===== src/rtl/l1_cache_dm.sv =====
// Direct-mapped, write-back, write-allocate L1 cache with 128-bit lines.
// The CPU-side wishbone slave is served from the local arrays; misses go to the memory-side master.
module l1_cache_dm #(
   parameter int unsigned SETS = 8
) (
   input  logic         clk,
   input  logic         rst,
   input  logic [11:0]  cpu_adr,
   input  logic [127:0] cpu_dat_m,
   output logic [127:0] cpu_dat_s,
   input  logic [15:0]  cpu_sel,
   input  logic         cpu_we,
   input  logic         cpu_cyc,
   input  logic         cpu_stb,
   output logic         cpu_ack,
   output logic [11:0]  mem_adr,
   output logic [127:0] mem_dat_m,
   input  logic [127:0] mem_dat_s,
   output logic [15:0]  mem_sel,
   output logic         mem_we,
   output logic         mem_cyc,
   output logic         mem_stb,
   input  logic         mem_ack,
   input  logic         mem_rty
);

   localparam int unsigned IDX = $clog2(SETS);
   localparam int unsigned TAG = 12 - IDX;

   localparam logic [1:0] StIdle = 2'd0;
   localparam logic [1:0] StResp = 2'd1;
   localparam logic [1:0] StWb   = 2'd2;
   localparam logic [1:0] StFill = 2'd3;

   logic [127:0]    data_q [SETS];
   logic [TAG-1:0]  tag_q  [SETS];
   logic [SETS-1:0] valid_q, valid_d;
   logic [SETS-1:0] dirty_q, dirty_d;
   logic [1:0]      state_q, state_d;
   logic            rty_q, rty_d;
   logic [127:0]    cpu_dat_s_q, cpu_dat_s_d;

   logic [IDX-1:0]  idx;
   logic [TAG-1:0]  adr_tag;
   logic [127:0]    line;
   logic [127:0]    merged;
   logic            req;
   logic            hit;
   logic            data_we;
   logic            tag_we;
   logic [127:0]    data_wdat;

   assign idx     = cpu_adr[IDX-1:0];
   assign adr_tag = cpu_adr[11:IDX];
   assign line    = data_q[idx];
   assign req     = cpu_cyc & cpu_stb;
   assign hit     = req & valid_q[idx] & (tag_q[idx] == adr_tag);

   always_comb begin
      merged = line;
      for (int unsigned i = 0; i < 16; i++) begin
         if (cpu_sel[i]) merged[8*i +: 8] = cpu_dat_m[8*i +: 8];
      end
   end

   always_comb begin
      state_d     = state_q;
      rty_d       = 1'b0;
      valid_d     = valid_q;
      dirty_d     = dirty_q;
      cpu_dat_s_d = cpu_dat_s_q;
      data_we     = 1'b0;
      tag_we      = 1'b0;
      data_wdat   = merged;
      unique case (state_q)
         StIdle: begin
            if (hit) begin
               state_d = StResp;
               if (cpu_we) begin
                  data_we      = 1'b1;
                  dirty_d[idx] = 1'b1;
               end else begin
                  cpu_dat_s_d = line;
               end
            end else if (req) begin
               state_d = (valid_q[idx] && dirty_q[idx]) ? StWb : StFill;
            end
         end
         StResp: state_d = StIdle;
         StWb: begin
            // While rty_q is set the strobe is low, so responses are not expected
            if (!rty_q) begin
               if (mem_ack) begin
                  dirty_d[idx] = 1'b0;
                  state_d      = StFill;
               end else if (mem_rty) begin
                  rty_d = 1'b1;
               end
            end
         end
         StFill: begin
            if (!rty_q) begin
               if (mem_ack) begin
                  data_we      = 1'b1;
                  tag_we       = 1'b1;
                  data_wdat    = mem_dat_s;
                  valid_d[idx] = 1'b1;
                  dirty_d[idx] = 1'b0;
                  state_d      = StIdle;
               end else if (mem_rty) begin
                  rty_d = 1'b1;
               end
            end
         end
         default: state_d = StIdle;
      endcase
   end

   always_ff @(posedge clk) begin
      if (rst) begin
         state_q     <= StIdle;
         rty_q       <= 1'b0;
         valid_q     <= '0;
         dirty_q     <= '0;
         cpu_dat_s_q <= '0;
      end else begin
         state_q     <= state_d;
         rty_q       <= rty_d;
         valid_q     <= valid_d;
         dirty_q     <= dirty_d;
         cpu_dat_s_q <= cpu_dat_s_d;
      end
   end

   // Array contents need no reset; valid_q guards them
   always_ff @(posedge clk) begin
      if (!rst && data_we) data_q[idx] <= data_wdat;
      if (!rst && tag_we)  tag_q[idx]  <= adr_tag;
   end

   always_comb begin
      cpu_ack   = (state_q == StResp);
      cpu_dat_s = cpu_dat_s_q;
      mem_stb   = ((state_q == StWb) || (state_q == StFill)) && !rty_q;
      mem_cyc   = mem_stb;
      mem_we    = mem_stb && (state_q == StWb);
      mem_sel   = mem_stb ? 16'hFFFF : 16'h0000;
      mem_adr   = 12'h000;
      mem_dat_m = '0;
      if (state_q == StWb) begin
         mem_adr   = {tag_q[idx], idx};
         mem_dat_m = line;
      end else if (state_q == StFill) begin
         mem_adr = cpu_adr;
      end
   end

endmodule


===== config.mk =====
export PLATFORM = sky130hd
export DESIGN_NAME = l1_cache_dm
export DESIGN_NICKNAME = d
export VERILOG_FILES = /design/src/rtl/l1_cache_dm.sv
export SDC_FILE = /design/constraint.sdc
export NUM_CORES = 1
export LEC_CHECK = 0
export ABC_AREA = 0
export CAP_MARGIN = 20
export CORE_MARGIN = 5
export CORE_UTILIZATION = 56
export DETAILED_ROUTE_END_ITERATION = 16
export PLACE_DENSITY = 0.83
export SLEW_MARGIN = 20
export SYNTH_ARGS = -nofsm -noshare
export SYNTH_HDL_FRONTEND = slang
export SYNTH_SLANG_ARGS = --single-unit
export TNS_END_PERCENT = 50

===== constraint.sdc =====
create_clock -name clk -period 15.58 [get_ports clk]
set_input_delay 3.116 -clock clk [delete_from_list [all_inputs] [get_ports clk]]
set_output_delay 3.116 -clock clk [all_outputs]
set_load 0.05 [all_outputs]

==> metrics.md, run 1 <==
| Metric | Value |
|---|---|
| Status | `complete, no violations` |
| XOR/XNOR Fraction of Synth Area | `0.00127` |
| CTS Buf Count | `115` |
| Final non-filler cell total | `4851` |
| Switching power total | `0.00198 W` |
| Share of flip-flops with an asynchronous set or reset | `0` |
| Final critical delay including setup and external delays | `10.89 ns` |
| Library cell with the largest summed area after synthesis | `sky130_fd_sc_hd__edfxtp_1` |
| Yosys reg bits | `1243` |
| Main area contributors after synthesis | `sky130_fd_sc_hd__edfxtp_1 (68%), sky130_fd_sc_hd__a22oi_1 (6.3%), sky130_fd_sc_hd__dfxtp_1 (6.1%), sky130_fd_sc_hd__mux2i_1 (5.9%), sky130_fd_sc_hd__nor2_1 (2.2%)` |
| Number of levels in the clock H-tree | `3` |
| Post-route fraction of the period consumed by the critical path | `0.699` |
| Relative slew slack | `0.249` |
| Estimated wirelength of the detail-placed design | `roughly 75 mm` |
| Final-layout fill cell count | `5510` |
| Ports placed on the boundary | `a little under 600` |
| Data arrival at the endpoint of the critical path | `7.78 ns` |
| Via count of the first global-routing pass | `just over 30000` |
| Standby leakage power | `19.2 nW` |
| Weighted congestion at the end of routability-driven global placement | `0.797` |
| Wirelength, routed | `130 mm` |
| Setup repair after global routing missed its margin | `no` |
| # clock sinks | `around 1200` |
| Slew at the pin closest to its max-slew limit | `~1.1 ns` |
| Nets in the synthesized netlist | `3378` |
| Clock-pin slew of the registers on the worst-case setup and hold paths | `~0.060 ns` |
| Pin count of the biggest net entering global routing | `about 130` |
| Share of the yosys chip area belonging to registers | `0.742` |
| # Max-Cap Violations | `0` |
| Area enclosed by the die boundary | `92300 µm²` |
| Placed cells | `4626` |
| Number of antenna violations at the first check in global routing | `4` |
| Summed instance area of the synthesized netlist | `a little under 50000 µm²` |
| Fraction of layout cells with a size suffix above 1 | `0.0786` |
| Global router's overall resource usage | `0.271` |
| Final hold violations | `0` |
| Dominant combinational cell family by area after synthesis | `compound AO/OA/AOI/OAI gates` |
| Peak supply drop | `0.000102 V` |
| PostCTS Resize Cnt | `0` |
| Portion of netlist area occupied by mux cells | `0.0698` |
| Final setup fails | `0` |
| Die boundary width | `304 µm` |
| Critical path capture point type | `output port` |
| Via density | `around 6.3` |
| Post-layout worst setup margin | `4.69 ns` |
| Simple logic cell fraction of the synthesized area | `0.0552` |
| Number of enable-type register cells in the synthesized netlist | `1096` |
| Hold-fix buffers at CTS | `0` |
| Most frequently used cell type in the post-synthesis netlist | `sky130_fd_sc_hd__edfxtp_1` |
| Clock root cell | `sky130_fd_sc_hd__clkbuf_16` |
| Post-detailed-route count of antenna-violating nets | `0` |
| Area inside the core boundary | `85400 µm²` |
| Fraction of post-synthesis cell area in the top cell type by area | `0.681` |
| Count of pins over their slew limit | `0` |
| Portion of total power attributed to sequential cells | `0.483` |
| DP Area | `54900 µm²` |
| Total number of yosys warnings | `0` |
| Number of rows in the core area | `107` |
| Adder and majority gate portion of the synthesized area | `0.00104` |
| DR WL/cell | `around 27 µm` |
| Worst hold slack | `0.452 ns` |
| Total negative slack | `0 ns` |
| Wire length of the first global-routing pass | `193 mm` |
| Fmax | `91.8 MHz` |
| Port-buffer cells | `578` |
| Cell family with most CP delay | `buffers and inverters` |
| Initial detailed-routing violation count | `roughly 3200` |
| Comb power frac | `0.140` |
| Switching share of total power | `0.256` |
| Share of total power in the clock network | `0.377` |
| Overflow left after global routing | `0` |
| Hold crit path type | `reg -> reg` |
| Distinct cell type count after synthesis | `49` |
| Cell count after synthesis | `3083` |
| Buf/Inv on CP | `5` |
| Maximum clock path buffer count | `3` |
| Number of optimization iterations in the first detailed-route pass | `6` |
| Die Span Y | `304 µm` |
| Area growth, synth to finish | `21.9%` |
| Startpoint types | `input pin` |
| Top cell types by occurrence after synthesis | `sky130_fd_sc_hd__edfxtp_1 (1096), sky130_fd_sc_hd__a22oi_1 (408), sky130_fd_sc_hd__nor2_1 (288)` |
| Power per cell area | `131 nW/µm²` |
| Avg Cell Area, Syn | `~16 µm²` |
| Slowest Stage Delay on Critical Path | `0.90 ns` |
| Post-Route Skew | `0.0339 ns` |
| Kind of critical path | `in -> out` |
| Max Fanout on Critical Path | `60` |
| Number of buffers inserted to repair setup after CTS | `0` |
| Master of the slowest instance on the critical path | `sky130_fd_sc_hd__clkdlybuf4s50_1` |
| Internal power consumption | `0.00575 W` |
| Dominant synthesized flop cell | `sky130_fd_sc_hd__edfxtp_1` |
| Nets@finish | `3895` |
| WP data required | `12.46 ns` |
| Final instance area | `58900 µm²` |
| Fraction of the mapped netlist area in compound gates | `0.105` |
| Cell breakdown of the critical path | `clkdlybuf4s50_1 > buf_4 > or2_1 > nor2_4 > buf_4 > buf_4 > a221oi_1 > a31oi_1 > clkdlybuf4s50_1` |
| Initial Util | `0.566` |
| Setup Slack @ Placement | `4.73 ns` |
| Clk_lat worst skew | `approximately 0.69 ns` |
| DRC violations left | `0` |
| Most used cell along the critical path | `sky130_fd_sc_hd__buf_4` |
| Overall via count from detail_route | `30619` |
| TritonCTS clock tree | `yes` |
-- final cells by class --
| type | count | area (µm²) | share of cell area |
|---|---|---|---|
| Clock inverter | 79 | 927 | 0.0157 |
| Multi-Input combinational cell | 1602 | 11400 | 0.193 |
| Sequential cell | 1243 | 35900 | 0.609 |
| Clock buffer | 141 | 3080 | 0.0523 |
| Timing Repair Buffer | 632 | 6210 | 0.106 |
| Antenna cell | 4 | 10.0 | 0.000170 |
| Inverter | 6 | 22.5 | 0.000382 |
| Tap cell | 1144 | 1430 | 0.0243 |
-- worst reg2reg max path: cells and delay by family (launching register included) --
family	cells	cell delay, ns
muxes	2	0.75
DFF	1	0.39
and+or+nand+nor	2	1.07
AOI/OAI and AO/OA	2	0.52
xor gates and xnor gates	1	0.31
buffers and inverters	3	1.44
-- power groups by stage --
stage	combinational, W	clock [W]	sequential, W
final	0.00108	0.00291	0.00374
after global placement	0.00105	0	0.00381
after CTS	0.00108	0.00294	0.00374
after detailed placement	0.00107	0	0.00381
after floorplan	0.000672	0	0.00380
after global routing	0.00114	0.00310	0.00373
-- placed cells by master, fill, tap and decap left out, drive strengths merged, types with 15 or more instances in the layout --
| cell | netlist | routed |
|---|---|---|
| a21oi | 131 | 131 |
| a221oi | 43 | 43 |
| a22o | 37 | 37 |
| a22oi | 408 | 408 |
| a31oi | 53 | 53 |
| and2 | 78 | 78 |
| buf | 86 | 55 |
| bufinv | 0 | 17 |
| clkbuf | 146 | 142 |
| clkdlybuf4s50 | 0 | 576 |
| clkinv | 1 | 49 |
| dfxtp | 147 | 147 |
| edfxtp | 1096 | 1096 |
| mux2i | 286 | 286 |
| mux4 | 17 | 17 |
| nand2 | 29 | 29 |
| nand3 | 59 | 59 |
| nand4 | 74 | 74 |
| nor2 | 288 | 288 |
| o21ai | 15 | 15 |
-- sequential cells by signal, summed over array words and instances (netlist names), named ones only --
name	flops
data_q	1024
cpu_dat_s	128
tag_q	72
valid_q	8
state_q	2
rty_q	1
-- stage by stage --
stage          total power (W)  utilization
2_1_floorplan          0.00448            -
3_3_place_gp           0.00486        0.642
3_5_place_dp           0.00488        0.642
4_1_cts                0.00776        0.689
5_1_grt                0.00797        0.690
6_report               0.00773        0.690
-- cell families (layout without fill, tap and decap cells) --
family / after synthesis / after routing
flip-flops: 1243 / 1243
AND/OR/NAND/NOR: 560 / 560
XOR/XNOR: 7 / 7
multiplexers: 313 / 313
other: 0 / 4
buffers and inverters: 238 / 858
adder cells (fa/ha/maj): 4 / 4
AO/OA/AOI/OAI: 718 / 718
-- final timing paths --
kind | start | end | slack, ns | cells after the start
worst max-delay path | cpu_adr[0] | mem_dat_m[90] | 4.69 | 9
worst min-delay path | valid_q[5] | valid_q[5] | 0.45 | 1
worst max register to register | tag_q[6][3] | data_q[1][73] | 10.67 | 10
worst min register to register | valid_q[5] | valid_q[5] | 0.45 | 1
-- layer usage --
layer | global-route usage | vias to the layer above | part of all wire
met5 | 0 | - | 0.00015
li1 | - | 13284 | -
met2 | 0.464 | 1813 | 0.50
met1 | 0.341 | 15183 | 0.36
met4 | 0.109 | 2 | 0.040
met3 | 0.0579 | 337 | 0.096
Note: power is estimated with default switching activity, not from simulation.
==> run 2, diff against run 1 <==
--- a/config.mk
+++ b/config.mk
@@ -8,9 +8,9 @@
 export ABC_AREA = 0
 export CAP_MARGIN = 20
 export CORE_MARGIN = 5
-export CORE_UTILIZATION = 56
+export CORE_UTILIZATION = 50
 export DETAILED_ROUTE_END_ITERATION = 16
-export PLACE_DENSITY = 0.83
+export PLACE_DENSITY = 0.79
 export SLEW_MARGIN = 20
 export SYNTH_ARGS = -nofsm -noshare
 export SYNTH_HDL_FRONTEND = slang
==> constraint.sdc (replaced) <==
create_clock -name clk -period 9.4 [get_ports clk]
set_input_delay 1.88 -clock clk [delete_from_list [all_inputs] [get_ports clk]]
set_output_delay 1.88 -clock clk [all_outputs]
set_load 0.05 [all_outputs]
==> run 2 against run 1 <==
  * Total power rose by 65%
  * Clock-buffer cell count rose by 8
  * Die area increased by 12%
  * Cell area increased by 0.76%
  * Critical path depth fell by 3
  * Core utilization is 7.3 points lower
  * Global-route usage fell by 2.8 points
  * Worst hold slack hardly changed
  * Via count down 1.0%
  * Sequential cell count is the same
  * Largest cell class unchanged
==> metrics.md, run 2 (synthesized netlist as in run 1, its figures left out) <==
| Metric | Value |
|---|---|
| Flip-flop count of the largest register after layout | `1024` |
| Slew at the pin closest to its max-slew limit | `1.06 ns` |
| Largest Register | `data_q` |
| Launch instance of the worst min-delay path | `valid_q[2]` |
| Die Span Y | `around 320 µm` |
| Status | `complete, no violations` |
| Peak supply drop | `0.000180 V` |
| Wirelength, routed | `between 100 and 150 mm` |
| Power per cell area | `about 210 nW/µm²` |
| Hold crit path type | `reg -> reg` |
| Via density | `6.07` |
| Pin count of the biggest net entering global routing | `130` |
| Final-layout fill cell count | `6828` |
| R2R depth | `10` |
| Area growth, synth to finish | `22.8%` |
| Startpoint types | `input pin` |
| Overflow left after global routing | `0` |
| Critical path capture point type | `output port` |
| Number of levels in the clock H-tree | `3` |
| Post-layout worst setup margin | `1.69 ns` |
| WP data required | `7.52 ns` |
| Overall via count from detail_route | `30308` |
| Nets@finish | `3907` |
| Endpoint of the worst-slack reg-to-reg timing path | `data_q[3][39]` |
| TritonCTS clock tree | `yes` |
| Setup repair after global routing missed its margin | `no` |
| Number of antenna violations at the first check in global routing | `1` |
| Final hold violations | `0` |
| Global router's overall resource usage | `0.243` |
| Port-buffer cells | `roughly 580` |
| Wire length of the first global-routing pass | `192 mm` |
| Clk_lat worst skew | `between 0.6 and 0.7 ns` |
| PostCTS Resize Cnt | `0` |
| Initial Util | `0.502` |
| Via count of the first global-routing pass | `30389` |
| Top library cells by usage in the layout, fill and taps aside | `sky130_fd_sc_hd__edfxtp_1 (1096), sky130_fd_sc_hd__clkdlybuf4s50_1 (576), sky130_fd_sc_hd__a22oi_1 (408)` |
| Data arrival at the endpoint of the critical path | `5.83 ns` |
| Ports placed on the boundary | `579` |
| Setup Slack @ Placement | `1.79 ns` |
| Final critical delay including setup and external delays | `slightly below 8 ns` |
| Weighted congestion at the end of routability-driven global placement | `0.811` |
| CTS Buf Count | `about 120` |
| Standby leakage power | `approximately 19 nW` |
| Number of rows in the core area | `114` |
| Min-Delay Path Depth | `1` |
| Max Fanout on Critical Path | `45` |
| # clock sinks | `roughly 1200` |
| Clock root cell | `sky130_fd_sc_hd__clkbuf_16` |
| DR WL/cell | `25.9 µm` |
| Number of inserted diodes | `0` |
| # Max-Cap Violations | `0` |
| Beginning of the worst register-to-register path | `tag_q[7][1]` |
| Final setup fails | `0` |
| Hold-fix buffers at CTS | `0` |
| Post-Route Skew | `between 0.02 and 0.025 ns` |
| Fmax | `130 MHz` |
| Kind of critical path | `in -> out` |
| Final non-filler cell total | `roughly 5000` |
| Count of pins over their slew limit | `0` |
| Fraction of layout cells with a size suffix above 1 | `0.0813` |
| Setup slack of the worst register-to-register path | `5.16 ns` |
| Clock-pin slew of the registers on the worst-case setup and hold paths | `0.06 ns` |
| Number of optimization iterations in the first detailed-route pass | `6` |
| Post-route fraction of the period consumed by the critical path | `0.820` |
| Initial detailed-routing violation count | `approximately 3300` |
| Die boundary width | `321 µm` |
| Area inside the core boundary | `96300 µm²` |
| Placed cells | `4767` |
| Area enclosed by the die boundary | `about 100000 µm²` |
| Post-detailed-route count of antenna-violating nets | `0` |
| Most common cell after layout, fill and taps aside | `sky130_fd_sc_hd__edfxtp_1` |
| Maximum clock path buffer count | `3` |
| Endpoint with the worst hold slack | `valid_q[2]` |
| Worst hold slack | `0.452 ns` |
| Number of buffers inserted to repair setup after CTS | `0` |
| DRC violations left | `0` |
| Relative slew slack | `0.296` |
| Estimated wirelength of the detail-placed design | `74.6 mm` |
[run 2: changes by cell type in the layout (fill, tap and decap cells not counted), sizes merged]
cell	delta
inv	+2
clkinvlp	-2
clkbuf	+7
bufinv	-5
clkinv	+1
buf	+9
diode	-4
[run 2: per-layer routing]
layer,routed length [µm],up-vias,GRT usage
li1,-,13297,-
met1,50500,15203,0.330
met2,63800,1602,0.411
met3,11800,204,0.0418
met4,3350,2,0.0667
met5,13,-,0
[run 2: worst max-delay path by stage]
stage / slack (ns) / from / to
finish: 1.69 / cpu_adr[1] / mem_dat_m[89]
detailed placement: 1.79 / cpu_adr[1] / mem_dat_m[78]
global placement: 1.78 / cpu_adr[1] / mem_dat_m[78]
CTS: 1.77 / cpu_adr[1] / mem_dat_m[78]
floorplan: -3.73 / cpu_adr[2] / data_q[0][0]
global route: 1.58 / cpu_adr[1] / mem_dat_m[89]
[run 2: where the power goes]
| part | total (W) | internal [W] | switching, W |
|---|---|---|---|
| Sequential | 0.00619 | 0.00618 | 0.0000102 |
| Combinational | 0.00180 | 0.000546 | 0.00125 |
| Clock | 0.00475 | 0.00273 | 0.00202 |
[run 2: area by class of cell]
type / instances / area, µm² / share of cell area
inverters: 6 / 22.5 / 0.000379
flip-flops and latches: 1243 / 35900 / 0.604
well taps: 1276 / 1600 / 0.0269
multi-input cells: 1602 / 11400 / 0.192
clock buffers: 149 / 3170 / 0.0534
repair buffers: 640 / 6560 / 0.111
clock inverters: 75 / 767 / 0.0129
[run 2: worst max-delay path: stages]
cell and delay [ns]:
sky130_fd_sc_hd__clkdlybuf4s50_1 0.82, sky130_fd_sc_hd__and3b_4 1.22, sky130_fd_sc_hd__buf_4 0.42, sky130_fd_sc_hd__a22oi_1 0.13, sky130_fd_sc_hd__a31oi_1 0.41, sky130_fd_sc_hd__clkdlybuf4s50_1 0.90
[run 2: through the flow]
stage	utilization	TNS, ns	instance area, µm²	power (W)
5_1_grt	0.616	0	59400	0.0131
3_5_place_dp	0.575	0	55400	0.00810
3_3_place_gp	0.575	0	55400	0.00808
2_1_floorplan	-	-3816.12	48300	0.00742
4_1_cts	0.616	0	59300	0.0128
6_report	0.616	0	59400	0.0127
